$ cat config.mk
export PLATFORM = sky130hd
export DESIGN_NAME = f3m_acc_seq
export DESIGN_NICKNAME = d
export VERILOG_FILES = /design/src/rtl/f3m_pkg.sv /design/src/rtl/f3m_addsub.sv /design/src/rtl/f3m_acc_seq.sv
export SDC_FILE = /design/constraint.sdc
export NUM_CORES = 1
export LEC_CHECK = 0
export CAP_MARGIN = 0
export CORE_MARGIN = 5
export CORE_UTILIZATION = 45
export DETAILED_ROUTE_END_ITERATION = 7
export PLACE_DENSITY = 0.72
export SLEW_MARGIN = 20
export SYNTH_ARGS = -nofsm -noshare
export SYNTH_HDL_FRONTEND = slang
export SYNTH_SLANG_ARGS = --single-unit
$ cat constraint.sdc
create_clock -name clk -period 2.7 [get_ports clk]
set_input_delay 0.54 -clock clk [delete_from_list [all_inputs] [get_ports clk]]
set_output_delay 0.54 -clock clk [all_outputs]
set_load 0.02 [all_outputs]
$ cat src/rtl/f3m_pkg.sv
// f3m_pkg: shared GF(3^M) trit encodings, default field size and accumulator state codes
package f3m_pkg;
    localparam int F3M_M = 97;
    localparam int F3M_W = 2 * F3M_M;
    localparam logic [1:0] TRIT_0 = 2'b00;
    localparam logic [1:0] TRIT_1 = 2'b01;
    localparam logic [1:0] TRIT_2 = 2'b10;
    localparam logic [1:0] IDLE = 2'd0;
    localparam logic [1:0] ACC = 2'd1;
    localparam logic [1:0] OUT = 2'd2;
endpackage

$ cat src/rtl/f3m_addsub.sv
// f3m_addsub: per-trit a + (neg ? -b : b) mod 3 with illegal-trit sanitising of b
module f3m_addsub
    import f3m_pkg::*;
#(
    parameter int M = F3M_M
) (
    input  logic [2*M-1:0] a,
    input  logic [2*M-1:0] b,
    input  logic           neg,
    output logic [2*M-1:0] sum,
    output logic           illegal
);
    logic [M-1:0] ill;
    for (genvar i = 0; i < M; i++) begin : g_trit
        logic [1:0] t;
        logic [1:0] n;
        logic [2:0] s;
        assign ill[i] = &b[2*i+:2];
        assign t = ill[i] ? TRIT_0 : b[2*i+:2];
        // negation in this encoding is a bit swap: 1 <-> 2, 0 stays 0
        assign n = neg ? {t[0], t[1]} : t;
        assign s = {1'b0, a[2*i+:2]} + {1'b0, n};
        // s is 0..4; subtracting 3 from 3 or 4 is the same as adding 1 mod 4
        assign sum[2*i+:2] = (s >= 3'd3) ? s[1:0] + 2'd1 : s[1:0];
    end
    assign illegal = |ill;
endmodule

$ cat src/rtl/f3m_acc_seq.sv
// f3m_acc_seq: streaming multi-operand GF(3^M) add/subtract accumulator with valid/ready ports
module f3m_acc_seq
    import f3m_pkg::*;
#(
    parameter int M     = F3M_M,
    parameter int CNT_W = 8
) (
    input  logic             clk,
    input  logic             reset,
    input  logic             start,
    input  logic [CNT_W-1:0] count,
    input  logic             in_valid,
    output logic             in_ready,
    input  logic [2*M-1:0]   in_data,
    input  logic             in_neg,
    output logic             out_valid,
    input  logic             out_ready,
    output logic [2*M-1:0]   out_data,
    output logic             out_err,
    output logic             busy
);
    logic [1:0]       state;
    logic [2*M-1:0]   acc;
    logic [CNT_W-1:0] rem;
    logic             err;
    logic [2*M-1:0]   sum;
    logic             ill;

    f3m_addsub #(.M(M)) u_addsub (
        .a(acc),
        .b(in_data),
        .neg(in_neg),
        .sum(sum),
        .illegal(ill)
    );

    assign in_ready  = state == ACC;
    assign out_valid = state == OUT;
    assign busy      = state != IDLE;
    assign out_data  = acc;
    assign out_err   = err;

    always_ff @(posedge clk or negedge reset) begin
        if (!reset) begin
            state <= IDLE;
            acc   <= '0;
            rem   <= '0;
            err   <= 1'b0;
        end else begin
            case (state)
                IDLE: if (start) begin
                    acc   <= '0;
                    err   <= 1'b0;
                    rem   <= count;
                    state <= (count != '0) ? ACC : OUT;
                end
                ACC: if (in_valid) begin
                    acc <= sum;
                    err <= err | ill;
                    rem <= rem - 1'b1;
                    if (rem == 1) state <= OUT;
                end
                OUT: if (out_ready) state <= IDLE;
                default: state <= IDLE;
            endcase
        end
    end
endmodule

---- Yosys cells after proc, flatten, opt, wreduce, memory -nomap -nowiden ----
Cells that the tools add are included.
storage, ports and cells
  register bits after elaboration ......... 205
  latch bits .............................. 0
  bits in writable memories ............... 0
  memory bits (read-only) ................. 0
  output and inout port bits .............. 198
  word-level logic and storage cells ...... 714
  memories ................................ 0
operators by class
  $add $sub $neg .......................... 195
  multiply operators ...................... 0
  divide/modulo/power cells ............... 0
  magnitude comparators ................... 97
  equal/unequal tests ..................... 7
  shift operators ......................... 0
  mux-type cells .......................... 306
  bitwise logic cells ..................... 1
  reduce and logical (&&, ||, !) cells .... 104
operator list
  kind                   count
  $mux W2                296
  $mux W194              2
  $pmux W194 S2          1
  $add A2 B2 Y3          97
  $ge A3 B2 Y1 const B   97
  $add A2 B1 Y2 const B  97
  $reduce_and A2 Y1      97
  $reduce_or A97 Y1      1
  $mux W8                2
  $pmux W8 S2            1
  $eq A8 B1 Y1 const B   1
  $reduce_bool A8 Y1     1
  $sub A8 B1 Y8 const B  1
  $pmux W2 S3            1
  $ne A2 B1 Y1 const B   2
  $ne A2 B2 Y1 const B   2
  $reduce_and A4 Y1      1
  $reduce_bool A2 Y1     2
  $reduce_and A3 Y1      1
  $eq A2 B1 Y1 const B   1
  $eq A2 B2 Y1 const B   1
  $logic_not A2 Y1       1
  $mux W1                2
  $pmux W1 S2            1
  $or A1 B1 Y1           1

---- Longest topological paths before layout ----
  depth after elaboration ................. 8
  gate-level depth with buffers ........... 13
  depth with buffers taken out ............ 11

---- Hierarchy ----
From an unflattened synthesis, not the netlist that was laid out.
second synthesis, totals
  cells, all modules ...................... 1796
  area total of the unflattened synthesis .. 18734.2 um^2
modules (own cells, without submodules)
  module       times used  cells an instance  area each (um^2)  seq. area each (um^2)
  f3m_addsub   1           1280               11124.4           0.0
  f3m_acc_seq  1           516                7609.8            5129.9

---- Least setup slack after synthesis ----
OpenSTA, ideal clock, no wires.
  kind .................................... input-to-reg
  from .................................... input port in_neg
  to ...................................... register acc[132], in the netlist out_data[132]
  arrival ................................. 2.896 ns
  required time ........................... 2.579 ns
  slack ................................... -0.317 ns
  cell stages on the path ................. 10
  path through ............................ clkbuf_1 -> clkbuf_1 -> clkbuf_1 -> mux2_2 -> fa_1 -> inv_1 -> ha_1 -> nor3b_1 -> a21oi_1 -> a22o_1
between the ends
  cells in the longest elaborated chain, start to end .. 6
  elaborated cells on any way between the ends .. 7
  classes of those cells .................. add/sub: 2; order compare: 1; mux: 4
ends and longest elaborated chain
  what                                                  line               RTL
  start, declared                                       f3m_acc_seq.sv:15  input logic in_neg,
  $mux W2 *                                             f3m_addsub.sv:21   assign n = neg ? {t[0], t[1]} : t;
  $add A2 B2 Y3 *                                       f3m_addsub.sv:22   assign s = {1'b0, a[2*i+:2]} + {1'b0, n};
  $ge A3 B2 Y1 / $add A2 B1 Y2 (equally long branches)  f3m_addsub.sv:24   assign sum[2*i+:2] = (s >= 3'd3) ? s[1:0] + 2'd1 : s[1:0];
  $mux W2 *                                             f3m_addsub.sv:24
  $mux W194 *                                           f3m_acc_seq.sv:57  ACC: if (in_valid) begin
  $pmux W194 S2 *                                       f3m_acc_seq.sv:50  case (state)
  end signal, assigned                                  f3m_acc_seq.sv:58  acc <= sum;
  end, declared                                         f3m_acc_seq.sv:23  logic [2*M-1:0] acc;
Mark *: on every way between the ends. The rest lies on a longest branch, timed or not. The select of a mux whose other input is x is not followed.
A chain may end at the register's enable or synchronous reset.

---- Worst setup path in the final report ----
  from .................................... register state[0]
  to ...................................... output port in_ready
between the ends
  cells in the longest elaborated chain, start to end .. 1
ends and longest elaborated chain
  what                    line               RTL
  start, declared         f3m_acc_seq.sv:22  logic [1:0] state;
  start signal, assigned  f3m_acc_seq.sv:55  state <= (count != '0) ? ACC : OUT;
  $eq A2 B1 Y1            f3m_acc_seq.sv:37  assign in_ready = state == ACC;
  end, declared           f3m_acc_seq.sv:13  output logic in_ready,
No other way between the ends.

==> summary.md <==
| Metric | Value |
|---|---|
| Status | finished, final reports clean |
| Ys Warns | 0 |
| Clock latency on the worst-skew pair | 0.55 ns |
| GP Congestion | approximately 0.84 |
| DR pass1 iterations | 7 |
| Area growth, synth to finish | 36.4% |
| Asr flop ratio synth | 100% |
| Via count | 16,606 |
| H-tree levels | 1 |
| Crit end category | primary output |
| Clock root buffer | clkbuf_16 |
| DRC | 0 |
| Sum Neg Setup Slack | 0 ns |
| Flop pwr share | between 20% and 30% |
| Antenna-violating nets left | 0 |
| Num rows | 74 |
| Clock Pin Slew Worst Setup and Hold Paths | ~0.050 ns |
| Count of different cell masters after synthesis | 37 |
| I/O Buffers | approximately 410 |
| Synthesized area per cell | approximately 10 um^2 |
| Clk_skew | around 0.012 ns |
| Worst slew pin tran | between 0.5 and 0.6 ns |
| Initial antenna violation count | 3 |
| # IOs | roughly 410 |
| Post-CTS Setup Inserts | 0 |
| Critical path type | reg2out |
| Lkg Pwr | ~12 nW |
| Initial Util | 45.4% |
| Die height | 213 um |
| Post-layout minimum cycle time | approximately 2.6 ns |
| CP max FO | 11 |
| Final nets | slightly below 3,000 |
| Seq/Total Area, Yosys | 27.7% |
| Post-detail-place hpwl | 44,400 um |
| Vias in the first global route | 17,277 |
| Synthesized instance count | around 1,900 |
| Fraction of layout cells with a size suffix above 1 | between 10% and 20% |
| Comb pwr share | just over 60% |
| CTS buffer count | 28 |
| Wirelength per Cell | between 15 and 20 um |
| Psw | between 10 and 15 mW |
| CTS max path bufs | 3 |
| Syn Nets | between 2,000 and 2,500 |
| Peak VDD IR | about 650 uV |
| Die X | between 200 and 250 um |
| Clk sinks | between 200 and 250 |
| CP required | between 2 and 2.5 ns |
| Critical-path top delay cell | clkdlybuf4s50_1 |
| Relative slew slack | around three fifths |
| Worst-path cell chain | nand2b_1, clkinvlp_4, clkdlybuf4s50_1 |
| Max_cap viols | 0 |
| Post-synth EDFFs | 0 |
| Pwr/cell area | 973 nW/um^2 |
| Final Cycle Share | a little over nine tenths |
| F_max | 381 MHz |
| Mapped Area | 18,500 um^2 |
| Core region area | 40,800 um^2 |
| Commonest cells after routing, fill and taps aside | clkdlybuf4s50_1, dfrtp_1, ha_1, nand2b_1, mux2i_1 |
| Register bit total from synthesis | between 200 and 250 |
| Leading cell type in the layout, fill and taps excluded | clkdlybuf4s50_1 |
| Critical path's largest stage delay | 0.62 ns |
| GRT Resource Usage Total | 24.0% |
| Fillers | 3,362 |
| Final Hold Fails | 0 |
| Iteration-0 DRC Markers | about 670 |
| Post-Route WL | around 57,000 um |
| Sw frac | approximately 44% |
| Vias/cell | approximately 5.6 |
| Grt total ovfl | 0 |
| Worst hold path type | reg2reg |
| Full die area | 45,400 um^2 |
| Post-Layout Cell Count | around 3,000 |
| Critical Path AT | roughly 2.1 ns |
| Startpoint Class | flip-flop |
| First-pass GRT wire length | slightly below 90,000 um |
| Post-Place Cells | between 2,000 and 3,000 |
| RSZ-0062 raised after global routing | false |
| Max Slew Vio Count | 0 |
| Clock network fraction of design power | 15.8% |
| Ys flop type | dfrtp_1 |
| Largest net degree at the start of global routing | 96 |
| Final Setup Violations | 0 |
| Internal power | approximately 14 mW |
| TritonCTS clock tree | built |
==> repair_timing <==
action | in CTS | in global routing
hold endpoints to repair | 58 | 0
endpoints found under the setup margin | 0 | 1
hold buffers | 1 | 0
resized for setup | 0 | 1
==> power by group through the flow <==
stage | sequential (mW) | combinational (mW) | clock, mW
after floorplan | 6.56 | 8.32 | 0
after global placement | 5.44 | 14.4 | 0
after detailed placement | 5.48 | 15.3 | 0
after CTS | 5.46 | 15.4 | 3.98
after global routing | 5.62 | 16.9 | 4.10
final | 5.45 | 15.3 | 3.89
==> layer usage <==
layer  vias up  wire length [um]  global-route usage [%]
met3        96              3380                    4.51
met2       390             28800                    43.0
met4         0              1820                    7.46
met1      8167             22800                    29.2
li1       7953                 -                       -
met5         -                 0                       0
==> critical path: cells and delay by family (launching register included) <==
family                 cells  cell delay (ns)
buffers and inverters      2             0.89
DFF                        1             0.46
and+or+nand+nor            1             0.19
==> flip-flops by register name, indices dropped and copies added (netlist names) <==
register and flops:
state 2, rem 8, out_err 1, out_data 194
==> cell type report <==
| type | count | area [um^2] | area share (%) |
|---|---|---|---|
| Sequential cell | 205 | 5130 | 20.3 |
| Antenna cell | 3 | 7.51 | 0.0297 |
| Timing Repair Buffer | 550 | 5330 | 21.1 |
| Clock inverter | 12 | 139 | 0.549 |
| Tap cell | 532 | 666 | 2.63 |
| Clock buffer | 39 | 823 | 3.25 |
| Inverter | 134 | 507 | 2.00 |
| Multi-Input combinational cell | 1493 | 12700 | 50.2 |
==> logic make-up (layout without fill, tap and decap cells) <==
group | after synthesis | in the layout | share of synthesized area, %
flops | 205 | 205 | 27.7
other cells | 0 | 3 | 0
simple gates | 580 | 580 | 17.7
mux | 196 | 196 | 10.9
fa+ha+maj | 293 | 293 | 23.7
buf+inv | 202 | 735 | 4.52
compound gates | 424 | 424 | 15.6
==> worst paths after layout <==
kind / startpoint / to / slack, ns / depth (start not counted)
max reg2reg: out_data[28]$_DFFE_PN0P_ / out_data[28]$_DFFE_PN0P_ / 0.60 / 6
max in group asynchronous: reset / out_data[154]$_DFFE_PN0P_ / 1.42 / 3
min in group asynchronous: reset / out_data[71]$_DFFE_PN0P_ / 0.53 / 2
min reg2reg: rem[7]$_DFFE_PN0P_ / rem[7]$_DFFE_PN0P_ / 0.48 / 2
min: rem[7]$_DFFE_PN0P_ / rem[7]$_DFFE_PN0P_ / 0.48 / 2
max: state[0]$_DFFE_PN0P_ / in_ready / 0.08 / 3
==> cell usage after synthesis (12+ instances only) <==
cell / number / area (um^2)
a22o_1: 115 / 1010
nand2_1: 107 / 402
mux2i_1: 153 / 1530
nor3b_1: 32 / 240
o21ai_0: 90 / 450
o31ai_1: 14 / 105
nand3b_1: 46 / 345
fa_1: 97 / 1940
nand3_1: 12 / 60.1
nand2b_1: 163 / 1020
ha_1: 196 / 2450
or3_1: 41 / 257
a221oi_1: 18 / 158
nor2b_1: 58 / 363
buf_2: 37 / 185
nor3_1: 70 / 350
a21oi_1: 91 / 455
inv_1: 134 / 503
clkbuf_1: 17 / 63.8
nor2_1: 35 / 131
o211ai_1: 73 / 548
a22oi_1: 16 / 120
mux2_2: 43 / 484
dfrtp_1: 205 / 5130
==> through the flow <==
step           setup slack, ns  hold slack [ns]  area [um^2]  total power, mW  utilization (%)
6_report                0.0776            0.482        25300             24.6             62.0
5_1_grt                0.00645            0.525        25300             26.6             62.0
4_1_cts                0.00478            0.487        25300             24.8             61.9
3_5_place_dp            -0.355            0.475        24300             20.7             59.6
3_3_place_gp            -0.458            0.469        24300             19.8             59.6
2_1_floorplan           0.0223            0.244        18800             14.9                -
Note: power is estimated with default switching activity, not from simulation.
